<file path="src/rtl/mux_arb_nto1.sv">
// ---------------------------------------------------------------------------
// mux_arb_nto1
//
// Registered N-to-1 selector with valid/ready handshaking on every input
// channel and on the output. Merges several producers (e.g. writeback or
// result sources) onto one shared consumer through a single-entry output
// register. Supports an arbitration policy and a manual-select override.
//
// Optional feature macro: MUX_ARB_RR_EN
//   defined     -> round-robin arbitration starting at pointer r_ptr
//   not defined -> fixed priority, lowest eligible index wins (no pointer)
//
// Parameters:
//   WIDTH     data width per channel
//   CHANNELS  number of input channels (2..16)
//   SEL_W     index width, must equal clog2(CHANNELS)
//
// Ports:
//   i_clk        clock, all state updates on the rising edge
//   i_rst        asynchronous active-high reset
//   i_in         flattened channel data, channel k at [k*WIDTH +: WIDTH]
//   i_inValid    per-channel data valid
//   o_inReady    per-channel accept (combinational, at most one bit set)
//   i_forceEn    manual-select mode enable
//   i_forceSel   channel selected when i_forceEn=1
//   o_out        registered output data
//   o_outValid   o_out holds a word not yet taken
//   i_outReady   consumer accepts o_out this cycle
//   o_outSrc     index of the channel that produced o_out
// ---------------------------------------------------------------------------
module mux_arb_nto1 #(
  parameter int WIDTH    = 32,
  parameter int CHANNELS = 4,
  parameter int SEL_W    = 2
) (
  input  logic                      i_clk,
  input  logic                      i_rst,
  input  logic [CHANNELS*WIDTH-1:0] i_in,
  input  logic [CHANNELS-1:0]       i_inValid,
  output logic [CHANNELS-1:0]       o_inReady,
  input  logic                      i_forceEn,
  input  logic [SEL_W-1:0]          i_forceSel,
  output logic [WIDTH-1:0]          o_out,
  output logic                      o_outValid,
  input  logic                      i_outReady,
  output logic [SEL_W-1:0]          o_outSrc
);

  logic [WIDTH-1:0]    r_out;
  logic                r_outValid;
  logic [SEL_W-1:0]    r_outSrc;

  logic [WIDTH-1:0]    w_chData [CHANNELS];
  logic [CHANNELS-1:0] w_elig;
  logic [SEL_W-1:0]    w_grantIdx;
  logic                w_grantAny;
  logic                w_load;
  logic                w_xfer;

`ifdef MUX_ARB_RR_EN
  logic [SEL_W-1:0]    r_ptr;
  logic [SEL_W-1:0]    w_scanIdx;
`endif

  // Unpack the flattened data bus so the selected word can be indexed directly.
  for (genvar gk = 0; gk < CHANNELS; gk++) begin : g_unpack
    assign w_chData[gk] = i_in[gk*WIDTH +: WIDTH];
  end

  // The output register can take a new word when it is empty or being drained.
  assign w_load = !r_outValid || i_outReady;

  // In force mode only the selected channel may compete; a select value beyond
  // the last channel matches no index, leaving the set empty.
  always_comb begin
    w_elig = '0;
    for (int k = 0; k < CHANNELS; k++) begin
      if (i_forceEn) begin
        w_elig[k] = i_inValid[k] && (i_forceSel == SEL_W'(k));
      end else begin
        w_elig[k] = i_inValid[k];
      end
    end
  end

`ifdef MUX_ARB_RR_EN
  // Round-robin: scan from r_ptr with wrap-around, first eligible channel wins.
  always_comb begin
    w_grantIdx = '0;
    w_grantAny = 1'b0;
    w_scanIdx  = '0;
    for (int off = 0; off < CHANNELS; off++) begin
      w_scanIdx = SEL_W'((int'(r_ptr) + off) % CHANNELS);
      if (!w_grantAny && w_elig[w_scanIdx]) begin
        w_grantAny = 1'b1;
        w_grantIdx = w_scanIdx;
      end
    end
  end
`else
  // Fixed priority: lowest eligible index wins.
  always_comb begin
    w_grantIdx = '0;
    w_grantAny = 1'b0;
    for (int k = 0; k < CHANNELS; k++) begin
      if (!w_grantAny && w_elig[k]) begin
        w_grantAny = 1'b1;
        w_grantIdx = SEL_W'(k);
      end
    end
  end
`endif

  assign w_xfer = w_load && w_grantAny;

  // Ready is held low during reset so nothing is accepted while state is cleared.
  always_comb begin
    o_inReady = '0;
    if (w_xfer && !i_rst) begin
      o_inReady[w_grantIdx] = 1'b1;
    end
  end

  // Single-entry output register. A load replaces a word being drained in the
  // same cycle; a drain without a load only clears valid, data and source hold.
  always_ff @(posedge i_clk or posedge i_rst) begin
    if (i_rst) begin
      r_out      <= '0;
      r_outValid <= 1'b0;
      r_outSrc   <= '0;
    end else if (w_xfer) begin
      r_out      <= w_chData[w_grantIdx];
      r_outSrc   <= w_grantIdx;
      r_outValid <= 1'b1;
    end else if (i_outReady) begin
      r_outValid <= 1'b0;
    end
  end

`ifdef MUX_ARB_RR_EN
  // Pointer moves past the channel just served; forced transfers leave it alone.
  always_ff @(posedge i_clk or posedge i_rst) begin
    if (i_rst) begin
      r_ptr <= '0;
    end else if (w_xfer && !i_forceEn) begin
      if (w_grantIdx == SEL_W'(CHANNELS - 1)) begin
        r_ptr <= '0;
      end else begin
        r_ptr <= w_grantIdx + SEL_W'(1);
      end
    end
  end
`endif

  assign o_out      = r_out;
  assign o_outValid = r_outValid;
  assign o_outSrc   = r_outSrc;

endmodule
</file>
<file path="config.mk">
export PLATFORM = sky130hd
export DESIGN_NAME = mux_arb_nto1
export DESIGN_NICKNAME = d
export VERILOG_FILES = /design/src/rtl/mux_arb_nto1.sv
export SDC_FILE = /design/constraint.sdc
export NUM_CORES = 1
export LEC_CHECK = 0
export CORE_MARGIN = 2
export CORE_UTILIZATION = 33
export CTS_CLUSTER_SIZE = 16
export DETAILED_ROUTE_END_ITERATION = 10
export PLACE_DENSITY = 0.77
export SETUP_SLACK_MARGIN = 0.2
export SLEW_MARGIN = 15
export SYNTH_ARGS = -nofsm -noshare
export SYNTH_HDL_FRONTEND = slang
export SYNTH_SLANG_ARGS = --single-unit
</file>
<file path="constraint.sdc">
create_clock -name i_clk -period 1.7 [get_ports i_clk]
set_input_delay 0.34 -clock i_clk [delete_from_list [all_inputs] [get_ports i_clk]]
set_output_delay 0.34 -clock i_clk [all_outputs]
set_load 0.02 [all_outputs]
</file>
==> results_dict.tcl <==
set metrics [dict create \
    final_util_pct 66.7 \
    dr.pass1.iters 4 \
    cts_buffers 5 \
    layout_commonest_cell "clkdlybuf4s50_1" \
    layout_common_cells "129 x clkdlybuf4s50_1, 36 x dlygate4sd2_1, 35 x buf_4" \
    cp_top_family "compound AO/OA/AOI/OAI gates" \
    internal-power_mw 2.20 \
    clock.fmax_mhz 578 \
    drv_slew 0 \
    critical_path.startpoint_type "primary input" \
    fin_nets 660 \
    wl_met2_um 6700 \
    grt_pass1_vias 3424 \
    initial_utilization_pct 33.7 \
    placed_area_mm2 0.00483 \
    syn_area_per_cell_um2 8.61 \
    drt_iter0_drc 170 \
    arrival_ps 1390 \
    path_clk_slew_ps 60 \
    dpl_worst_slack_ps -971 \
    ant_nets 0 \
    hold_ws_ps 510 \
    placed_cells 596 \
    crit_buf_inv 3 \
    fin_worst_skew_ps 7.88 \
    path_cells "buf_8 -> buf_6 -> nor3_4 -> a21bo_4 -> o211ai_4 -> nor3_4 -> buf_6" \
    viasPerCell 5.70 \
    highest_layer "met4" \
    coreArea_mm2 0.00813 \
    cellPowerDensity_mw_per_mm2 633 \
    dp_hpwl_um 7830 \
    rows 33 \
    postCtsHoldBufs 0 \
    violations "negative setup slack" \
    clock_path_buffers 2 \
    power_leakage_nw 2.32 \
    fillers 655 \
    io_pins 177 \
    tightestPinTransition_ps 480 \
    pwr-share-seq_pct 32.3 \
    seq_area_frac_synth_pct 31.9 \
    hp-class "register to register" \
    criticalPathCategory "primary input to primary output" \
    critPathMaxStageDelay_ps 270 \
    cts_root_buffer "clkbuf_8" \
    pwr-share-comb_pct 51.0 \
    area_delta_synth_final_pct 97.7 \
    crit_required_ps 1360 \
    netlist_instances 319 \
    drive_above_1_share_pct 23.6 \
    p_sw_mw 1.24 \
    ys_ff_latch 35 \
    critPathMaxFanout 3 \
    fin_area_mm2 0.00543 \
    worstSkewPairLatency_ps 280 \
    wl_met1_um 5040 \
    wl_per_cell_um 20.8 \
    io_buffers 176 \
    grt.overflow.total 0 \
    end_kind "primary output" \
    grtUsageTotal_pct 23.3 \
    maxCapViolCount 0 \
    worst_slack_ps -29.3 \
    slowest_stage "a21bo_4" \
    drcViolationCount 0 \
    switching_share_pct 36.1 \
    cts_sinks 35 \
    die_w_um 95.2 \
    p_clk_share_pct 16.6 \
    finalHoldViolations 0 \
    wl_met3_um 1140 \
    syn-num-nets 457 \
    via_count 3581 \
    rsz0062_at_grt "true" \
    min_period_over_period_pct 102 \
    grt_max_degree 65 \
    gp_congestion 0.815 \
    antenna_found_initial 1 \
    ys_warn_count 0 \
    setup_viol 3 \
    routed_wl_um 13100 \
    grt_pass1_wl_um 16600 \
    htreeDepth 2 \
    cts_tree "built" \
    dieHeight_um 95.2 \
    status "complete, but fails checks" \
    synth.distinct_cells 33 \
    finalNonFillerCells 628 \
    max-slew-margin-rel_pct 68.0 \
    min_period_ps 1730 \
    synthesis.area_mm2 0.00275 \
    dieArea_mm2 0.00906 \
    peakVddDrop_v 0.000331 \
]
[registers in the layout (all words and copies together) (netlist names)]
name	count
o_outSrc	2
o_outValid	1
o_out	32
[final cells by class]
type / count / area, um2 / area share, %
clock buffer: 7 / 76.3 / 1.41
sequential: 35 / 877 / 16.2
timing repair buffer: 235 / 2400 / 44.3
multi-input combinational: 211 / 1810 / 33.4
inverter: 34 / 128 / 2.35
tap: 105 / 131 / 2.42
antenna: 1 / 2.50 / 0.0461
[cells in the mapped netlist, drive strengths merged]
master   n  area [um2]
nand2b   1        6.26
and2     1        6.26
o21a     1        7.51
a21oi   18        90.1
clkbuf  13        48.8
nor3     6        30.0
or3b     1        11.3
mux2     1        11.3
nand3b   1        7.51
o211a    2        20.0
and3b    1        8.76
a21bo    3        30.0
nor2     1        3.75
buf     26         173
a221oi  14         123
a21boi  32         240
o21ai    7        35.0
o22ai   19         119
mux2i    1        10.0
inv     34         128
nand4b   1        8.76
o211ai  31         246
a22oi    1        7.51
dfrtp   35         876
nand2    3        11.3
nor2b    1        6.26
a32oi   32         280
and3    32         200
[power by group through the flow]
stage | logic, mW | registers, mW | clock network [mW]
finish | 1.75 | 1.11 | 0.572
global route | 1.86 | 1.13 | 0.624
CTS | 1.58 | 1.11 | 0.586
detailed placement | 1.67 | 1.13 | 0
global placement | 1.64 | 1.12 | 0
floorplan | 0.574 | 1.34 | 0
[worst register-to-register path, cell delays in order (launching register included)]
cell and delay, ps:
dfrtp_2 400, buf_4 140, nand2b_4 80, o211ai_4 110
buf_4 160, buf_6 110, buf_4 130, clkbuf_16 160
a32oi_1 200
[path summary, 6_finish.rpt]
| check | slack, ps | end | start | cells past startpoint |
|---|---|---|---|---|
| setup reg to reg | 110 | o_out[0]$_DFFE_PP0P_ | o_outValid$_DFFE_PP0P_ | 8 |
| hold / removal | 510 | o_out[30]$_DFFE_PP0P_ | o_out[30]$_DFFE_PP0P_ | 2 |
| setup / recovery | -30 | o_inReady[1] | i_inValid[0] | 7 |
| min in group asynchronous | 570 | o_out[4]$_DFFE_PP0P_ | i_rst | 4 |
| max in group asynchronous | 860 | o_outValid$_DFFE_PP0P_ | i_rst | 4 |
| hold reg to reg | 510 | o_out[30]$_DFFE_PP0P_ | o_out[30]$_DFFE_PP0P_ | 2 |
[metal layers]
metal | vias up | track usage [%]
li1 | 1649 | -
met1 | 1703 | 28.2
met2 | 206 | 41.7
met3 | 23 | 4.74
met4 | 0 | 6.88
met5 | - | 0
[logic make-up (layout without fill, tap and decap cells)]
kind of cell / count (synthesis) / count (layout) / share of synthesized area, %
and+or+nand+nor: 49 / 49 / 10.9
buffers and inverters: 73 / 276 / 12.7
DFF: 35 / 35 / 31.9
muxes: 2 / 2 / 0.775
AOI/OAI and AO/OA: 160 / 160 / 43.7
other: 0 / 1 / 0
[through the flow]
| step | power, mW | setup TNS, ps |
|---|---|---|
| 2_1_floorplan | 1.91 | -120 |
| 3_3_place_gp | 2.76 | -23410 |
| 3_5_place_dp | 2.79 | -25090 |
| 4_1_cts | 3.28 | -83.3 |
| 5_1_grt | 3.61 | -183 |
| 6_report | 3.43 | -51.3 |
[what timing repair did]
item / CTS / global route
buffers inserted: 6 / 9
cloned: 0 / 9
resized for setup: 108 / 52
endpoints found under the hold margin: 0 / 0
endpoints found under the setup margin: 74 / 39
pin swaps: 9 / 35
(Power assumes the default switching activity.)
